File: config.mk
export PLATFORM = sky130hd
export DESIGN_NAME = mem_request_ctrl
export DESIGN_NICKNAME = d
export VERILOG_FILES = /design/src/rtl/mem_request_ctrl.sv
export SDC_FILE = /design/constraint.sdc
export NUM_CORES = 1
export LEC_CHECK = 0
export CAP_MARGIN = 20
export CORE_MARGIN = 10
export CORE_UTILIZATION = 35
export DETAILED_ROUTE_END_ITERATION = 6
export PLACE_DENSITY_LB_ADDON = 0.12
export REMOVE_ABC_BUFFERS = 1
export SETUP_SLACK_MARGIN = 0.15
export SLEW_MARGIN = 5
export SYNTH_ARGS = -nofsm -noshare
export SYNTH_HDL_FRONTEND = slang
export SYNTH_SLANG_ARGS = --single-unit
File: constraint.sdc
create_clock -name CLK -period 2.25 [get_ports CLK]
set_input_delay 0.5625 -clock CLK [delete_from_list [all_inputs] [get_ports CLK]]
set_output_delay 0.5625 -clock CLK [all_outputs]
set_load 0.02 [all_outputs]
File: src/rtl/mem_request_ctrl.sv
// mem_request_ctrl
// Responder end of the cache-to-memory request interface. Takes instruction
// fetches and data reads/writes from the cache block, arbitrates them onto a
// single-ported RAM (data beats instruction), and answers each requester with
// a one-cycle wait=0 response. A watchdog abandons any RAM access that does
// not complete within TIMEOUT cycles and raises a sticky error flag.
//
// Ports
//   CLK, nRST          clock (rising edge), async active-low reset
//   iREN, iaddr        instruction read request / address
//   dREN, dWEN         data read / write request (both high = write)
//   daddr, dstore      data address / write data
//   iwait, iload       instruction response (iwait=0 for one cycle)
//   dwait, dload       data response (dwait=0 for one cycle)
//   ramREN, ramWEN     RAM strobes (registered)
//   ramaddr, ramstore  RAM address / write data (registered)
//   ramload, ramready  RAM read data / one-cycle completion pulse
//   memerr             sticky timeout flag, cleared only by reset
module mem_request_ctrl #(
  parameter int WORD_W  = 32,
  parameter int TIMEOUT = 64
) (
  input  logic              CLK,
  input  logic              nRST,
  input  logic              iREN,
  input  logic [WORD_W-1:0] iaddr,
  input  logic              dREN,
  input  logic              dWEN,
  input  logic [WORD_W-1:0] daddr,
  input  logic [WORD_W-1:0] dstore,
  output logic              iwait,
  output logic              dwait,
  output logic [WORD_W-1:0] iload,
  output logic [WORD_W-1:0] dload,
  output logic              ramREN,
  output logic              ramWEN,
  output logic [WORD_W-1:0] ramaddr,
  output logic [WORD_W-1:0] ramstore,
  input  logic [WORD_W-1:0] ramload,
  input  logic              ramready,
  output logic              memerr
);

  localparam int CNT_W = (TIMEOUT > 2) ? $clog2(TIMEOUT) : 1;
  localparam logic [CNT_W-1:0] CNT_MAX = CNT_W'(TIMEOUT - 1);

  typedef enum logic [2:0] {
    IDLE  = 3'd0,
    DACC  = 3'd1,
    IACC  = 3'd2,
    DRESP = 3'd3,
    IRESP = 3'd4
  } state_t;

  state_t              state_q;
  logic [CNT_W-1:0]    cnt_q;
  logic [CNT_W-1:0]    cnt_d;
  logic                opWrite_q;
  logic                iwait_q;
  logic                dwait_q;
  logic [WORD_W-1:0]   iload_q;
  logic [WORD_W-1:0]   dload_q;
  logic                ramREN_q;
  logic                ramWEN_q;
  logic [WORD_W-1:0]   ramaddr_q;
  logic [WORD_W-1:0]   ramstore_q;
  logic                memerr_q;

  // Watchdog counter saturates at TIMEOUT-1 rather than wrapping.
  always_comb begin
    cnt_d = (cnt_q == CNT_MAX) ? cnt_q : cnt_q + 1'b1;
  end

  // Single-process FSM. Every output is a register, so the RAM side and the
  // requester side only ever see clean, glitch-free levels. The latched
  // request lives directly in the RAM address/data registers.
  always_ff @(posedge CLK or negedge nRST) begin
    if (!nRST) begin
      state_q    <= IDLE;
      cnt_q      <= '0;
      opWrite_q  <= 1'b0;
      iwait_q    <= 1'b1;
      dwait_q    <= 1'b1;
      iload_q    <= '0;
      dload_q    <= '0;
      ramREN_q   <= 1'b0;
      ramWEN_q   <= 1'b0;
      ramaddr_q  <= '0;
      ramstore_q <= '0;
      memerr_q   <= 1'b0;
    end else begin
      case (state_q)
        IDLE: begin
          // Data has priority; dREN together with dWEN is a write.
          if (dREN || dWEN) begin
            ramaddr_q  <= daddr;
            ramstore_q <= dstore;
            opWrite_q  <= dWEN;
            ramWEN_q   <= dWEN;
            ramREN_q   <= ~dWEN;
            cnt_q      <= '0;
            state_q    <= DACC;
          end else if (iREN) begin
            ramaddr_q  <= iaddr;
            ramREN_q   <= 1'b1;
            ramWEN_q   <= 1'b0;
            cnt_q      <= '0;
            state_q    <= IACC;
          end
        end

        DACC, IACC: begin
          // A completion in the last allowed cycle still counts as success.
          if (ramready) begin
            ramREN_q <= 1'b0;
            ramWEN_q <= 1'b0;
            if (state_q == DACC) begin
              if (!opWrite_q) begin
                dload_q <= ramload;
              end
              dwait_q <= 1'b0;
              state_q <= DRESP;
            end else begin
              iload_q <= ramload;
              iwait_q <= 1'b0;
              state_q <= IRESP;
            end
          end else if (cnt_q == CNT_MAX) begin
            // Abandon the access but still release the requester.
            memerr_q <= 1'b1;
            ramREN_q <= 1'b0;
            ramWEN_q <= 1'b0;
            if (state_q == DACC) begin
              dwait_q <= 1'b0;
              state_q <= DRESP;
            end else begin
              iwait_q <= 1'b0;
              state_q <= IRESP;
            end
          end else begin
            cnt_q <= cnt_d;
          end
        end

        DRESP: begin
          dwait_q <= 1'b1;
          state_q <= IDLE;
        end

        IRESP: begin
          iwait_q <= 1'b1;
          state_q <= IDLE;
        end

        default: begin
          state_q <= IDLE;
        end
      endcase
    end
  end

  assign iwait    = iwait_q;
  assign dwait    = dwait_q;
  assign iload    = iload_q;
  assign dload    = dload_q;
  assign ramREN   = ramREN_q;
  assign ramWEN   = ramWEN_q;
  assign ramaddr  = ramaddr_q;
  assign ramstore = ramstore_q;
  assign memerr   = memerr_q;

endmodule

==> metrics.cfg, run 1 <==
[floorplan]
die_w_um = 151
rows = 47
start_util_pct = 35.8
core_area_mm2 = 0.0166
dieArea_mm2 = 0.0227
fp.dieH_um = 151
ios = 267

[route]
dr.pass1.iters = 4
routed.top_layer = met4
viasPerCell = 4.63
met3_length_mm = 2.25
met2WireLength_mm = 7.94
wl_mm = 17.6
wire_per_inst_um = 18.9
dr_total_vias = 4303
drt_iter0_markers = 134
m1WireLength_mm = 7.17
ant_nets = 0
drc = 0

[cts]
clk_path_buf_depth = 2
cts_buffers = 17
htreeDepth = 4
root_buffer = clkbuf_16
ctsHoldBuffers = 0
cts_sinks = 143
clock_latency_ps = 410
post_cts_buffers = 0
cts_tree = built
clk_pin_slew_ps = 60

[sta]
fin_crit_sh_pct = 89.5
setup_slack_ps = 236
max_clock_freq_mhz = 497
maxSlewHeadroom_pct = 63.0
tightest_slew_ps = 556
skew_ps = 9.13
finalHoldViolations = 0
maxSlewViolCount = 0
tns_ps = 0
setup_violations = 0
fin_crit_ps = 2010
rsz0062_at_grt = false

[synth]
async_flop_share_pct = 100
yosys.area.top_type = dfrtp_1
yosysUniqueCellTypes = 42
yosysTopAreaCellShare_pct = 59.2
synth-adder-area-share_pct = 0.210
synth_area_mm2 = 0.00596
synth-seq-area-share_pct = 60.0
yosysWarnings = 0
synth_top_family_by_area = multiplexers
synth-simple-area-share_pct = 4.78
synth-compound-area-share_pct = 6.15
synth_mux_area_share_pct = 25.4
avgSynthCellArea_um2 = 14.2
synth-main-ff-cell = dfrtp_1
synth_edf_count = 0
synth_xor_xnor_area_share_pct = 0.147
synth_area_leaders = dfrtp_1 (59%), mux2_2 (12%), mux2_4 (7.6%)
ys_ff_latch = 143
synthCells = 421

[finish]
diodes = 0
drive_gt1_share_pct = 21.3
ff_latch_area_mm2 = 0.00358
utilization_pct = 57.2
area_growth_pct = 59.5
fin_cells = 930
design_area_mm2 = 0.00952
multi_input_area_mm2 = 0.00220
final_nets = 832
fillers = 1341

[global_routing]
grt.total_usage_pct = 15.7
grt_max_degree = 57
grt_pass1_vias = 4820
overflow = 0
antenna_found_initial = 0
grt_pass1_wl_mm = 27.3

[worst_setup_path]
worstSetupPathDepth = 1
worstSetupStartpointType = flip-flop
crit_family = buffers and inverters
crit_arrival_ps = 1450
crit_path_end_kind = output pin
r2r_cells = 5
slowest_stage = clkdlybuf4s50_1
crit_fanout = 2
r2r_end = dload[29]
timing.rr.start = state_q[0]
worstSetupPathType = reg2out
cp.buffers_inverters = 1
slowest_delay_ps = 670
r2r_slack_ps = 450
crit_required_ps = 1690
path_cells = clkdlybuf4s50_1

[power]
leakage_nw = 4.08
vdd_drop_max_v = 0.000684
power_density_mw_per_mm2 = 1510

[job]
cap_violations = 0

[min_path]
worstHoldPathType = in2async

[status]
outcome = finished clean

[placement]
dp.cells = 898
gp_congestion = 0.767
preCtsSetupSlack_ps = 108
post-dp-hpwl_mm = 13.8
place_area_mm2 = 0.00894
io_buffers = 266

synthesized netlist by cell type, types with 2 or more instances:
cell	instances
and3_1	4
buf_2	7
mux2_4	30
mux2_1	5
mux2i_1	32
nand3_1	3
nand2_1	38
buf_6	8
nor4_1	2
a211oi_1	2
dfstp_2	2
a32o_1	2
a21oi_1	4
o2bb2ai_1	2
or2_1	2
buf_4	6
clkbuf_1	5
mux2_2	61
nor3_1	4
inv_1	2
nor2_1	6
o21ai_0	33
dfrtp_1	141
a22o_1	2
state kept, by name, indices dropped and copies added (netlist names):
signal	count
dload	32
iload	32
ramaddr	32
ramstore	32
cnt_q	6
state_q	3
dwait	1
iwait	1
memerr	1
opWrite_q	1
ramREN	1
ramWEN	1
kinds of logic (layout without fill, tap and decap cells):
logic type,Yosys count,count (layout)
simple gates,63,63
fa+ha+maj,1,1
xor+xnor,1,1
mux,128,128
buf+inv,28,317
flops,143,143
compound gates,57,57
area by class of cell:
cell class	count	area share, %
inverters	2	0.0789
flip-flops and latches	143	37.6
clock buffers	20	4.90
well taps	220	2.89
multi-input cells	250	23.1
repair buffers	283	30.2
clock inverters	12	1.14
power breakdown:
group	switching (W)	internal, W
clock	0.00108	0.00161
combinational	0.00337	0.00370
sequential	0.000760	0.00387
total	0.00521	0.00918
worst max-delay path by stage:
stage	startpoint	end
after detailed placement	dWEN	ramstore[0]
after floorplan	dWEN	cnt_q[1]
after global routing	ramstore[15]	ramstore[15]
after global placement	dWEN	ramstore[31]
after CTS	ramstore[15]	ramstore[15]
final	ramstore[15]	ramstore[15]
metal layers:
metal | track usage, % | up-vias
li1 | - | 2043
met1 | 18.3 | 2048
met2 | 23.6 | 196
met3 | 8.88 | 16
met4 | 5.93 | 0
met5 | 0 | -
stage by stage:
step | hold slack, ps | total power, W
2_1_floorplan | 267 | 0.00822
3_3_place_gp | 462 | 0.0117
3_5_place_dp | 472 | 0.0119
4_1_cts | 133 | 0.0146
5_1_grt | 141 | 0.0153
6_report | 121 | 0.0144
timing repair:
action,CTS,global route
setup endpoints to repair,2,0
resized for setup,2,0
hold endpoints to repair,0,0
layout by cell type, fill, tap and decap left out, types with 2 or more instances in the layout:
cell             netlist  routed
and3_1                 4       4
nand2_1               38      38
inv_1                  2       2
dfrtp_1              141     141
dfstp_2                2       2
nor2_1                 6       6
nand3_1                3       3
clkdlybuf4s50_1        0     263
clkbuf_8               0       3
inv_6                  0       2
or2_1                  2       2
dlygate4sd2_1          0       2
a21oi_1                4       4
clkinv_2               0       4
clkinv_4               0       3
o2bb2ai_1              2       2
mux2i_1               32      32
nor3_1                 4       4
a211oi_1               2       2
a22o_1                 2       2
clkbuf_16              0      17
buf_12                 0       7
nor4_1                 2       2
a32o_1                 2       2
mux2_2                61      61
buf_4                  6      10
clkinvlp_4             0       2
o21ai_0               33      33
mux2_4                30      30
mux2_1                 5       5
No activity file was read; power rests on OpenSTA's default activity.
==> run 2, diff against run 1 <==
--- a/config.mk
+++ b/config.mk
@@ -5,6 +5,7 @@
 export SDC_FILE = /design/constraint.sdc
 export NUM_CORES = 1
 export LEC_CHECK = 0
+export ABC_AREA = 1
 export CAP_MARGIN = 20
 export CORE_MARGIN = 10
 export CORE_UTILIZATION = 35
==> run 2 against run 1 <==
  * Area after synthesis decreased by 0.61%
  * Worst setup slack improved by 21 ps
  * Register-to-register slack improved by 90 ps
  * Die area decreased by 0.52%
  * Clock power increased by 7.8%
  * First-iteration DRC count increased by 47%
  * Routed wire length increased by 1.9%
  * Sequential cell count unchanged
  * Final cell count increased by 31%
  * Critical endpoint is now ramaddr[27]
  * Largest power group unchanged
  * Highest routed layer unchanged
==> metrics.cfg, run 2 <==
[status]
outcome = finished clean

[synth]
synth_edf_count = 0
ys_ff_latch = 143
netlist_top_cells_count = nand2_1 (386), dfrtp_1 (141), o21ai_0 (67)
synth_area_mm2 = 0.00593
yosys.area.top_type = dfrtp_1
yosysUniqueCellTypes = 23
synth_area_leaders = dfrtp_1 (60%), nand2_1 (24%), o21ai_0 (5.7%)
synth-seq-area-share_pct = 60.4
yosysTopAreaCellShare_pct = 59.5
async_flop_share_pct = 100
synth-main-ff-cell = dfrtp_1
synthCells = 716
synth_most_common_cell = nand2_1
yosysWarnings = 0
avgSynthCellArea_um2 = 8.28

[finish]
fin_cells = 1216
drive_gt1_share_pct = 5.62
final_nets = 1119
design_area_mm2 = 0.00951
diodes = 0
layout_common_cells = nand2_1 (386), clkdlybuf4s50_1 (263), dfrtp_1 (141)
area_growth_pct = 60.3
final_common_cell = nand2_1

[floorplan]
start_util_pct = 35.7
ios = 267
core_area_mm2 = 0.0166
fp.dieH_um = 150
die_w_um = 150
dieArea_mm2 = 0.0225
rows = 47

[worst_setup_path]
slowest_delay_ps = 640
path_cells = clkdlybuf4s50_1
worstSetupPathDepth = 1
crit_family = buffers and inverters
worstSetupPathType = reg2out
crit_fanout = 2
worstSetupStartpointType = flip-flop
slowest_stage = clkdlybuf4s50_1
cp.buffers_inverters = 1
r2r_cells = 8
crit_required_ps = 1690
crit_path_end_kind = output pin
crit_arrival_ps = 1430

[route]
dr.pass1.iters = 4
wl_mm = 17.9
drc = 0
viasPerCell = 4.32
routed.top_layer = met4
met2WireLength_mm = 8.01
ant_nets = 0
dr_total_vias = 5255
m1WireLength_mm = 7.73
wire_per_inst_um = 14.7
drt_iter0_markers = 197
met3_length_mm = 1.90

[job]
cap_violations = 0

[global_routing]
antenna_found_initial = 0
grt_pass1_vias = 5321
grt.total_usage_pct = 16.0
grt_max_degree = 65
grt_pass1_wl_mm = 28.5
overflow = 0

[sta]
max_clock_freq_mhz = 502
rsz0062_at_grt = false
setup_violations = 0
skew_ps = 6.67
fin_crit_ps = 1990
fin_crit_sh_pct = 88.5
finalHoldViolations = 0
setup_slack_ps = 258
maxSlewViolCount = 0
tightest_slew_ps = 580
worst_hold_slack_ps = 53.4
maxSlewHeadroom_pct = 61.3

[cts]
clk_path_buf_depth = 2
cts_sinks = 143
ctsHoldBuffers = 0
clock_latency_ps = 410
clk_pin_slew_ps = 60
htreeDepth = 4
root_buffer = clkbuf_16
cts_tree = built
cts_buffers = 17

[min_path]
worstHoldPathType = in2async

[placement]
place_area_mm2 = 0.00889
io_buffers = 266
preCtsSetupSlack_ps = 187
post-dp-hpwl_mm = 13.5
gp_congestion = 0.765
dp.cells = 1185

[power]
vdd_drop_max_v = 0.000615
leakage_nw = 4.71
power_density_mw_per_mm2 = 1450

==> run 2: cell types whose count changed after synthesis, sizes merged, moves of 3 or more <==
cell | before | now
and3 | 4 | 0
nor2 | 7 | 12
mux2 | 96 | 0
nand2 | 39 | 387
clkbuf | 5 | 14
mux2i | 32 | 0
nor3 | 5 | 0
buf | 21 | 17
o21ai | 35 | 69
inv | 2 | 49
nand3 | 3 | 18
a21oi | 4 | 1
==> run 2: per-layer routing <==
| layer | global-route usage, % | vias up |
|---|---|---|
| met1 | 19.6 | 2322 |
| met2 | 24.7 | 188 |
| met5 | 0 | - |
| met4 | 5.64 | 0 |
| met3 | 7.11 | 18 |
| li1 | - | 2727 |
==> run 2: logic make-up after synthesis <==
| family | count (synthesis) | synth area share, % |
|---|---|---|
| AOI/OAI and AO/OA | 71 | 6.23 |
| xor gates and xnor gates | 3 | 0.443 |
| adders and majority gates | 1 | 0.211 |
| buffers and inverters | 80 | 5.36 |
| DFF | 143 | 60.4 |
| and+or+nand+nor | 418 | 27.4 |
==> run 2: final timing paths <==
path / slack (ps) / end / from
max in group asynchronous: 1610 / dwait / nRST
hold / removal: 50 / ramstore[28] / nRST
min in group CLK: 470 / ramstore[18] / ramstore[18]
setup reg to reg: 540 / cnt_q[5] / cnt_q[0]
setup / recovery: 260 / ramaddr[27] / ramaddr[27]
hold reg to reg: 470 / ramstore[18] / ramstore[18]
==> run 2: repair_timing <==
action                     4_1_cts  5_1_grt
resized for setup                2        0
setup buffers                    0        0
setup endpoints to repair        2        0
==> run 2: power breakdown <==
part | internal [W] | total, W | leakage (nW) | switching (W)
Sequential | 0.00377 | 0.00440 | 1.79 | 0.000624
Clock | 0.00191 | 0.00291 | 0.306 | 0.00100
Combinational | 0.00284 | 0.00650 | 2.61 | 0.00366
Total | 0.00852 | 0.0138 | 4.71 | 0.00529
==> run 2: layout make-up <==
cell class / count / area (um2)
Multi-Input combinational cell: 493 / 2030
Clock inverter: 5 / 100
Fill cell: 1541 / 7080
Inverter: 49 / 184
Timing Repair Buffer: 280 / 2820
Tap cell: 220 / 275
Sequential cell: 143 / 3580
Clock buffer: 26 / 519
==> run 2: stage by stage <==
step | total power, W | TNS, ps | util, %
finish | 0.0138 | 0 | 57.3
global route | 0.0148 | 0 | 57.3
CTS | 0.0140 | 0 | 57.3
detailed placement | 0.0111 | 0 | 53.6
global placement | 0.0110 | 0 | 53.6
floorplan | 0.00756 | -10960 | -
==> RTL edit, RTL diff (settings of run 2) <==
Change the parameter `WORD_W` from 32 to 64.
--- a/src/rtl/mem_request_ctrl.sv
+++ b/src/rtl/mem_request_ctrl.sv
@@ -17,7 +17,7 @@
 //   ramload, ramready  RAM read data / one-cycle completion pulse
 //   memerr             sticky timeout flag, cleared only by reset
 module mem_request_ctrl #(
-  parameter int WORD_W  = 32,
+  parameter int WORD_W  = 64,
   parameter int TIMEOUT = 64
 ) (
   input  logic              CLK,
Interface: changed (8 resized); port bits go from 267 to 523. The function was not compared with the original's and may differ.
==> RTL edit against run 2 <==
- via count grew 94%
- sequential cell count rose by 128
- worst setup slack got worse by 0.062 ns
- cell count grew 87%
- register-to-register slack improved by 0.10 ns
- total power increased by 81%
- design area is 87% higher
- count of clock-buffer cells in the layout up 19
- largest power group unchanged
- global-route usage grew 3.9 points
- synthesized area increased by 89%
- sequential share of layout area is 0.50 points higher
- critical path type unchanged
- routed wire length increased by 130%
- worst hold slack gained 0.41 ns
- largest cell class unchanged
==> RTL edit: results (changes against run 2) <==
[status]
outcome = complete, no violations  ; unchanged

[sta]
clock_skew_ns = 0.0144  ; was 0.00667 ns
maxSlewHeadroom = 0.646  ; was 0.613

[finish]
nNetsFinal = 2113  ; was 1,119
layout-drive-gt1-share = 0.0481  ; was 0.0562

[drt]
viasPerCell = 4.48  ; was 4.32
wirelength_um = 41200  ; was 17,900 um
first_pass_iters = 4  ; unchanged
drt_iter0_drc = 617  ; was 197
wl_per_cell_um = 18.1  ; was 14.7 um

[synth]
synth_compound_area_frac = 0.0615  ; was 0.0623
synth_xor_xnor_area_share = 0.000784  ; was 0.00443
synth_fa_ha_area_frac = 0.00112  ; was 0.00211
netlist_top_cells_area = dfrtp_1 (60%), nand2_1 (25%), o21ai_0 (3.0%)  ; was dfrtp_1 (60%), nand2_1 (24%), o21ai_0 (5.7%)
synth.cells.most_frequent = nand2_1 (743), dfrtp_1 (269), inv_1 (76)  ; was nand2_1 (386), dfrtp_1 (141), o21ai_0 (67)
syn_inst = 1338  ; was 716
yosys.cell_types.count = 25  ; was 23
synthArstFlopShare = 1.00  ; unchanged
synthMuxAreaShare = 0  ; unchanged
yosysSeqAreaShare = 0.607  ; was 0.604
ys.warnings.count = 0  ; unchanged

[worst_setup_path]
cpLargestDelayFamily = buffers and inverters  ; unchanged
crit_fanout = 2  ; unchanged
critPathMaxStageDelay_ns = 0.61  ; was 0.64 ns
arrival_ns = 1.49  ; was 1.43 ns
cp_slowest_cell = clkdlybuf4s50_1  ; unchanged

[global_route]
grt_pass1_wl_um = 61400  ; was 28,500 um
grt.total_usage = 0.200  ; was 0.160
grt_pass1_vias = 10300  ; was 5,321
antenna_found_initial = 2  ; was 0
grt_max_degree = 129  ; was 65

[clock_network]
cts_buffers = 31  ; was 17
cts_setup_buffers = 0  ; unchanged
cts_root_buf = clkbuf_16  ; unchanged
worstSkewPairLatency_ns = 0.55  ; was 0.41 ns
clk_pin_slew_worst_paths_ns = 0.06  ; about the same
clockBufferDepth = 3  ; was 2
h-tree-depth = 1  ; was 4

[worst_hold_path]
hold_class = reg2reg  ; was in2async

[pwr]
peakVddDrop_mv = 0.747  ; was 0.615 mV
power.leakage_uw = 0.00982  ; was 0.00471 uW

[placed_design]
place.gp.congestion = 0.812  ; was 0.765
dp.final_hpwl_um = 31500  ; was 13,500 um
place_inst = 2218  ; was 1,185
io_buffer_count = 522  ; was 266

## RTL edit: cell types whose count changed after synthesis, sizes merged, moves of 2 or more
cell,before,now
nand3,18,16
buf,17,55
nand2,387,745
o21ai,69,133
inv,49,81
dfrtp,141,269
nor2,12,16
## RTL edit: worst paths after layout
| kind | endpoint | startpoint | cells after the start | slack [ns] |
|---|---|---|---|---|
| worst min-delay path | ramstore[37] | ramstore[37] | 2 | 0.46 |
| worst min register to register | ramstore[37] | ramstore[37] | 2 | 0.46 |
| worst max register to register | cnt_q[3] | cnt_q[0] | 8 | 0.64 |
| worst max-delay path | dload[46] | dload[46] | 1 | 0.20 |
| min in group asynchronous | iload[60] | nRST | 2 | 0.53 |
| max in group asynchronous | iload[50] | nRST | 3 | 1.03 |
## RTL edit: per-stage QoR
step / setup slack [ns] / TNS [ns] / area (um2) / total power (uW) / util
2_1_floorplan: -3.18 / -479.46 / 10800 / 14600 / -
6_report: 0.196 / 0 / 17800 / 25000 / 0.563
3_3_place_gp: 0.173 / 0 / 16900 / 21600 / 0.537
5_1_grt: 0.152 / 0 / 17800 / 26800 / 0.563
4_1_cts: 0.150 / 0 / 17700 / 25500 / 0.560
3_5_place_dp: 0.128 / 0 / 16900 / 21700 / 0.537
## RTL edit: area by class of cell
type                    instances  area (um2)
fillers                      2984       13800
flip-flops and latches        271        6780
repair buffers                549        5440
multi-input cells             916        3720
clock buffers                  45         888
well taps                     402         503
inverters                      81         304
clock inverters                 9         128
diodes                          2        5.00
## RTL edit: power breakdown
| group | total (uW) | internal (uW) | switching (uW) | leakage [uW] |
|---|---|---|---|---|
| clock | 5030 | 3060 | 1970 | 0.000501 |
| combinational | 11700 | 4330 | 7370 | 0.00594 |
| sequential | 8320 | 7170 | 1150 | 0.00338 |
## RTL edit: logic make-up (layout without fill, tap and decap cells)
| family | after synthesis | after routing |
|---|---|---|
| simple gates | 778 | 778 |
| flops | 271 | 271 |
| buf+inv | 151 | 684 |
| compound gates | 136 | 136 |
| fa+ha+maj | 1 | 1 |
| xor+xnor | 1 | 1 |
| other cells | 0 | 2 |
## RTL edit: repair_timing
item	CTS	global route
gates resized for setup	224	34
pin swaps	0	0
hold buffers	1	0
setup endpoints to repair	224	34
endpoints found under the hold margin	43	0
## RTL edit: layer usage
metal  vias to the layer above  share of wire  GRT usage
li1                       5108              -          -
met1                      4696           0.38      0.219
met2                       337           0.49      0.348
met3                        49           0.11     0.0840
met4                         0          0.024     0.0503
met5                         -              0          0
## RTL edit: worst min-delay path: cells and delay by family (launching register included)
family / cells / cell delay [ns]
DFF: 1 / 0.34
and+or+nand+nor: 2 / 0.09
